[src/rtl/axi_lite_write_slave.sv]
// AXI4-Lite write-only slave: captures one AW/W pair, issues a single-cycle
// write pulse downstream, then returns a B response (SLVERR when out of range).
module axi_lite_write_slave #(
  parameter int AXI_ADDR_WIDTH = 32,
  parameter int ADDR_SPACE     = 547684
) (
  input  logic                      clk,
  input  logic                      rst_n,
  input  logic [AXI_ADDR_WIDTH-1:0] s_axi_awaddr,
  input  logic                      s_axi_awvalid,
  output logic                      s_axi_awready,
  input  logic [31:0]               s_axi_wdata,
  input  logic [3:0]                s_axi_wstrb,
  input  logic                      s_axi_wvalid,
  output logic                      s_axi_wready,
  output logic [1:0]                s_axi_bresp,
  output logic                      s_axi_bvalid,
  input  logic                      s_axi_bready,
  output logic [AXI_ADDR_WIDTH-1:0] axi_wr_addr,
  output logic [31:0]               axi_wr_data,
  output logic [3:0]                axi_wr_strobe,
  output logic                      axi_wr_en
);

  typedef enum logic [1:0] {
    IDLE  = 2'd0,
    WRITE = 2'd1,
    RESP  = 2'd2
  } state_t;

  localparam logic [1:0] RESP_OKAY   = 2'b00;
  localparam logic [1:0] RESP_SLVERR = 2'b10;

  localparam logic [AXI_ADDR_WIDTH-1:0] ADDR_LIMIT = AXI_ADDR_WIDTH'(ADDR_SPACE);
  localparam logic [AXI_ADDR_WIDTH-1:0] ALIGN_MASK = ~AXI_ADDR_WIDTH'(3);

  state_t                      state;
  logic                        aw_captured;
  logic                        w_captured;
  logic [AXI_ADDR_WIDTH-1:0]   aw_addr_q;
  logic [31:0]                 w_data_q;
  logic [3:0]                  w_strb_q;
  logic                        in_range_q;

  logic                        aw_fire;
  logic                        w_fire;
  logic                        aw_done;
  logic                        w_done;
  logic [AXI_ADDR_WIDTH-1:0]   next_addr;
  logic [31:0]                 next_data;
  logic [3:0]                  next_strb;
  logic                        next_in_range;

  // Merge the live handshake with the holding registers so the second
  // handshake (or both together) can launch the write on that same edge.
  always_comb begin
    aw_fire       = 1'b0;
    w_fire        = 1'b0;
    if (state == IDLE) begin
      aw_fire = s_axi_awvalid & s_axi_awready;
      w_fire  = s_axi_wvalid & s_axi_wready;
    end
    aw_done       = aw_captured | aw_fire;
    w_done        = w_captured | w_fire;
    next_addr     = aw_fire ? (s_axi_awaddr & ALIGN_MASK) : aw_addr_q;
    next_data     = w_fire ? s_axi_wdata : w_data_q;
    next_strb     = w_fire ? s_axi_wstrb : w_strb_q;
    next_in_range = (next_addr < ADDR_LIMIT);
  end

  // NOTE: every register here uses <=, so all reads in this block see the
  // pre-edge values; this is what keeps the single-block FSM race-free.
  always_ff @(posedge clk or negedge rst_n) begin
    if (!rst_n) begin
      state         <= IDLE;
      aw_captured   <= 1'b0;
      w_captured    <= 1'b0;
      // NOTE: the holding registers are reset too; they are only a few
      // flops and it keeps the outputs deterministic after reset.
      aw_addr_q     <= '0;
      w_data_q      <= '0;
      w_strb_q      <= '0;
      in_range_q    <= 1'b0;
      s_axi_awready <= 1'b0;
      s_axi_wready  <= 1'b0;
      s_axi_bvalid  <= 1'b0;
      s_axi_bresp   <= RESP_OKAY;
      axi_wr_addr   <= '0;
      axi_wr_data   <= '0;
      axi_wr_strobe <= '0;
      axi_wr_en     <= 1'b0;
    end else begin
      axi_wr_en <= 1'b0;
      case (state)
        IDLE: begin
          if (aw_fire) begin
            aw_addr_q   <= next_addr;
            aw_captured <= 1'b1;
          end
          if (w_fire) begin
            w_data_q   <= next_data;
            w_strb_q   <= next_strb;
            w_captured <= 1'b1;
          end
          if (aw_done && w_done) begin
            state         <= WRITE;
            s_axi_awready <= 1'b0;
            s_axi_wready  <= 1'b0;
            axi_wr_addr   <= next_addr;
            axi_wr_data   <= next_data;
            axi_wr_strobe <= next_strb;
            axi_wr_en     <= next_in_range && (next_strb != 4'b0000);
            in_range_q    <= next_in_range;
          end else begin
            s_axi_awready <= !aw_done;
            s_axi_wready  <= !w_done;
          end
        end

        WRITE: begin
          state        <= RESP;
          s_axi_bvalid <= 1'b1;
          s_axi_bresp  <= in_range_q ? RESP_OKAY : RESP_SLVERR;
        end

        RESP: begin
          // Readies stay low here; IDLE raises them one edge later.
          if (s_axi_bready) begin
            state        <= IDLE;
            s_axi_bvalid <= 1'b0;
            s_axi_bresp  <= RESP_OKAY;
            aw_captured  <= 1'b0;
            w_captured   <= 1'b0;
          end
        end

        default: state <= IDLE;
      endcase
    end
  end

endmodule

[config.mk]
export PLATFORM = sky130hd
export DESIGN_NAME = axi_lite_write_slave
export DESIGN_NICKNAME = d
export VERILOG_FILES = /design/src/rtl/axi_lite_write_slave.sv
export SDC_FILE = /design/constraint.sdc
export NUM_CORES = 1
export LEC_CHECK = 0
export BUFFER_PORTS_ARGS = -buffer_cell sky130_fd_sc_hd__buf_4
export CAP_MARGIN = 20
export CORE_MARGIN = 2
export CORE_UTILIZATION = 27
export DETAILED_ROUTE_END_ITERATION = 16
export GPL_ROUTABILITY_DRIVEN = 0
export PLACE_DENSITY = 0.53
export SYNTH_ARGS = -nofsm -noshare
export SYNTH_HDL_FRONTEND = slang
export SYNTH_SLANG_ARGS = --single-unit
[constraint.sdc]
create_clock -name clk -period 5 [get_ports clk]
set_input_delay 0.75 -clock clk [delete_from_list [all_inputs] [get_ports clk]]
set_output_delay 0.75 -clock clk [all_outputs]
set_load 0.01 [all_outputs]
# Word-level counts from Yosys, hierarchy flattened
# Cells that the tools add are included.
[totals] out_inout_bits=74 wordCells=61 inputBits=73 ff_bits=147
[op_classes] muxes=20 n_lt_le_gt_ge=1 reduce_logical=15 eq_ne=6 bitwise=4
[op_table] operator="two-way mux 32 bit" count=2
[op_table] operator="less-than comparator 32 x 20 -> 1 bit, second input constant" count=1
[op_table] operator="AND reduction 2 bit" count=5
[op_table] operator="two-way mux 1 bit" count=9
[op_table] operator="two-way mux 2 bit" count=3
[op_table] operator="!= test 2 bit, second input constant" count=3
[op_table] operator="one-hot mux 1 bit (2 select lines)" count=3
[op_table] operator="one-hot mux 2 bit (3 select lines)" count=1
[op_table] operator="AND reduction 3 bit" count=2
[op_table] operator="two-way mux 4 bit" count=1
[op_table] operator="one-hot mux 2 bit (2 select lines)" count=1
[op_table] operator="nonzero test 2 bit" count=2
[op_table] operator="nonzero test 4 bit" count=1
[op_table] operator="bitwise AND 1 bit" count=2
[op_table] operator="equality test 2 x 1 -> 1 bit, second input constant" count=1
[op_table] operator="equality test 2 bit, second input constant" count=1
[op_table] operator="logical AND 1 bit" count=2
[op_table] operator="logical NOT 1 bit" count=2
[op_table] operator="logical NOT 2 bit" count=1
[op_table] operator="!= test 2 x 1 -> 1 bit, second input constant" count=1
[op_table] operator="OR 1 bit" count=2

# Depth between registers and ports, before layout
[logic_depth] word_depth=7 depth_mapped=9 ltp_nobuf=5

# Worst setup path before layout
# OpenSTA, ideal clock, no wires.
[synth_path] path_type="in2reg" from="in s_axi_awvalid" to="reg axi_wr_addr[10]" t_required_ns=4.875 t_arrival_ns=1.876 path_buffers=2 stages=6 setup_slack_ns=2.999 setup_ns=0.125 cell_sequence="nor4bb_4 -> buf_6 -> o221ai_4 -> inv_4 -> buf_6 -> mux2_2"
[synth_between] elab_chain_cells=5 word_cells_on_any_way=6 cone_classes="2 x mux; 2 x bitwise; 2 x reduce/logical"
[synth_lines] element="from (decl)" line="10" source="input logic s_axi_awvalid,"
[synth_lines] element="bitwise AND 1 bit *" line="60" source="aw_fire = s_axi_awvalid & s_axi_awready;"
[synth_lines] element="two-way mux 1 bit *" line="59" source="if (state == IDLE) begin"
[synth_lines] element="OR 1 bit" line="63" source="aw_done = aw_captured | aw_fire;"
[synth_lines] element="logical AND 1 bit" line="105" source="if (aw_done && w_done) begin"
[synth_lines] element="AND reduction 2 bit (no line)"
[synth_lines] element="to (signal assigned)" line="109" source="axi_wr_addr <= next_addr;"
[synth_lines] element="to (decl)" line="19" source="output logic [AXI_ADDR_WIDTH-1:0] axi_wr_addr,"
# Mark *: on every way between the ends. The rest lies on a longest branch, timed or not.
# A chain may end at the register's enable or synchronous reset.

# Worst setup path after layout
[layout_path] from="reg state[1]" to="reg axi_wr_en"
[layout_between] elab_chain_cells=7 word_cells_on_any_way=13 cone_classes="1 x order compare; 6 x mux; 2 x bitwise; 4 x reduce/logical"
[layout_lines] element="from (decl)" line="37" source="state_t state;"
[layout_lines] element="from (signal assigned)" line="75" source="state <= IDLE;"
[layout_lines] element="from (signal assigned)" line="106" source="state <= WRITE;"
[layout_lines] element="from (signal assigned)" line="121" source="state <= RESP;"
[layout_lines] element="logical NOT 2 bit *" line="59, 94"
[layout_lines] element="two-way mux 1 bit" line="59"
[layout_lines] element="two-way mux 32 bit / two-way mux 4 bit (equally long branches)" line="65, 67"
[layout_lines] element="less-than comparator 32 x 20 -> 1 bit / nonzero test 4 bit (equally long branches)" line="68, 112"
[layout_lines] element="logical AND 1 bit" line="112" source="axi_wr_en <= next_in_range && (next_strb != 4'b0000);"
[layout_lines] element="two-way mux 1 bit" line="105"
[layout_lines] element="two-way mux 1 bit *" line="94" source="case (state)"
[layout_lines] element="to (signal assigned)" line="112"
[layout_lines] element="to (decl)" line="22" source="output logic axi_wr_en"
# Marked as above.

==> results.toml <==
[cts]
post-cts-setup-buffers = 0
cts_hold_buffers = 0
cts.sinks = 146
clk_pin_slew_ns = 0.06
numCtsBuffers = 17
root_buffer = "clkbuf_16"
clk_latency_ns = 0.41
ctsResizeCount = 0
cts.path.max_buffers = 2
cts_htree_levels = 4
cts_tree = "built"

[cells_and_area]
insertedDiodeCount = 0
areaGrowthSynthToFinish_pct = 32.1
final_area_um2 = 7630
final_cells = 926
drive_gt1_share_pct = 38.7
nNetsFinal = 711

[detailed_routing]
antenna_left = 0
wl_um = 13000
first_pass_iters = 4
vias_per_cell = 4.36
vias = 4036
wl_per_cell_um = 14.1
route.detailed.drc = 0
detail_route.iter0.violations = 115

[logic_synthesis]
yosys.area.top_type_share_pct = 63.3
synth-edff-count = 0
synth_most_common_cell = "nand2_1"
synth_xor_xnor_area_share_pct = 0
synth-simple-area-share_pct = 16.4
synth_warnings = 0
synth_compound_area_share_pct = 3.10
synth_top_cell_by_area = "dfrtp_1"
synth_cell_types = 36
synthCells = 497
synth_ff_type = "dfrtp_1"
ys_top_cells_by_area = "dfrtp_1 63%, mux2_2 14%, nand2_1 13%"
avgSynthCellArea_um2 = 11.6
synth_adder_area_share_pct = 0
synth_nets = 570
synthArstFlopShare_pct = 100
synthMuxAreaShare_pct = 13.8
synth_top_family_by_area = "simple AND/OR/NAND/NOR gates"
ys_seq_area_share_pct = 63.3
synth_area_um2 = 5770
ys_ff_latch = 146
synthTopCellsByCount = "198 x nand2_1, 146 x dfrtp_1, 70 x mux2_2"

[timing]
tns_ns = 0
max_freq_mhz = 414
tightest_slew_ns = 1.00
clock_skew_ns = 0.00777
final_hold_viol_count = 0
drv_slew = 0
min_period_ns = 2.42
rsz0062_at_grt = "no"
finalSetupViolCount = 0
slew_headroom_pct = 33.1
fin_crit_sh_pct = 48.3

[run_status]
status = "finished, final reports clean"

[critical_path]
endpoint_kind = "flop"
cp_slowest_stage_delay_ns = 0.49
crit_chain = "nor4bb_4 > buf_4 > nand4_1 > a211oi_2 > o311ai_1 > a211oi_2"
criticalPathCategory = "reg -> reg"
start_kind = "flop"
crit_slowest_cell = "dfrtp_1"
cp.required_ns = 5.32
cp_data_arrival_time_ns = 2.74
worstPathMaxFanout = 33
crit_top_cell = "a211oi_2"

[die]
die_width_um = 150
io_pins = 147
dieArea_um2 = 22600
start_util_pct = 27.5
die_h_um = 150
core_area_um2 = 21000
rows = 53

[global_routing]
first_global_vias = 4270
track_usage_pct = 12.3
grt.overflow.total = 0
grt_max_degree = 109
antenna_found_initial = 0
grt_pass1_wl_um = 21500

[placed_design]
io_buffers = 143
place_area_um2 = 7040
dp.cells = 894
dp_hpwl_um = 8830

[run]
cap_violations = 0

[pwr]
max-vdd-ir-drop_uv = 330
powerDensity_nw_per_um2 = 672
leakagePower_nw = 3.77

[worst_hold_path]
hold_class = "in -> async"
==> final cells by class <==
class	instances	area, µm²
multi-input combinational	324	1930
inverter	2	10.0
clock buffer	24	482
sequential	146	3650
tap	275	344
fill	2089	13400
clock inverter	8	103
timing repair buffer	147	1110
==> critical path: cells and delay by family (launching register included) <==
kind / cells / cell delay, ns
compound gates: 3 / 0.81
simple gates: 2 / 0.62
flops: 1 / 0.49
buf+inv: 1 / 0.40
==> placed cells by master, fill, tap and decap left out, drive strengths merged <==
master and n:
a2111oi 2, a211oi 2, a21oi 8, a221o 1, and2 4, buf 147
bufinv 2, clkbuf 24, clkinv 4, clkinvlp 2, conb 1, dfrtp 146
inv 2, mux2 70, mux2i 1, nand2 198, nand2b 1, nand3 1
nand4 2, nand4b 2, nand4bb 1, nor2 10, nor2b 1, nor3 2
nor4 6, nor4bb 1, o21a 1, o21ai 2, o221ai 1, o22ai 1
o311a 1, o311ai 2, o41ai 1, or4 1
==> power breakdown <==
group / switching (mW) / internal (mW) / total (mW)
combinational: 0.948 / 0.910 / 1.86
sequential: 0.276 / 1.74 / 2.02
clock: 0.475 / 0.775 / 1.25
==> routing by layer <==
| layer | GRT usage, % | vias up | share of wire, % |
|---|---|---|---|
| li1 | - | 1932 | - |
| met3 | 4.33 | 12 | 6.6 |
| met2 | 19.4 | 120 | 46 |
| met4 | 3.68 | 0 | 1.1 |
| met5 | 0 | - | 0 |
| met1 | 15.8 | 1972 | 47 |
==> registers in the layout (all words and copies together) (netlist names), 2 cells and up <==
| name | flops |
|---|---|
| aw_addr_q | 32 |
| axi_wr_addr | 32 |
| axi_wr_data | 32 |
| w_data_q | 32 |
| axi_wr_strobe | 4 |
| w_strb_q | 4 |
| state | 2 |
==> kinds of logic after synthesis <==
logic type      count (synthesis)
simple gates                  230
flops                         146
mux                            71
buf+inv                        27
compound gates                 22
other cells                     1
==> path summary, 6_finish.rpt <==
| path | startpoint | endpoint | slack (ns) | cells after the start |
|---|---|---|---|---|
| max | state[1] | axi_wr_en | 2.58 | 6 |
| min | rst_n | axi_wr_addr[24] | 0.44 | 1 |
| max reg2reg | state[1] | axi_wr_en | 2.58 | 6 |
| min reg2reg | axi_wr_data[30] | axi_wr_data[30] | 0.48 | 2 |
| max in group asynchronous | rst_n | w_data_q[25] | 3.49 | 2 |
| min in group clk | axi_wr_data[30] | axi_wr_data[30] | 0.48 | 2 |
==> metrics by stage <==
stage | setup WS, ns | total power [mW] | hold WS [ns] | utilization, %
6_report | 2.58 | 5.12 | 0.443 | 36.3
5_1_grt | 2.43 | 5.54 | 0.499 | 36.3
4_1_cts | 2.53 | 5.23 | 0.479 | 36.3
3_5_place_dp | 2.32 | 3.94 | 0.464 | 33.5
3_3_place_gp | 2.37 | 3.88 | 0.462 | 33.5
2_1_floorplan | 3.00 | 3.23 | 0.446 | -
Power figures use the tool's default switching activity.
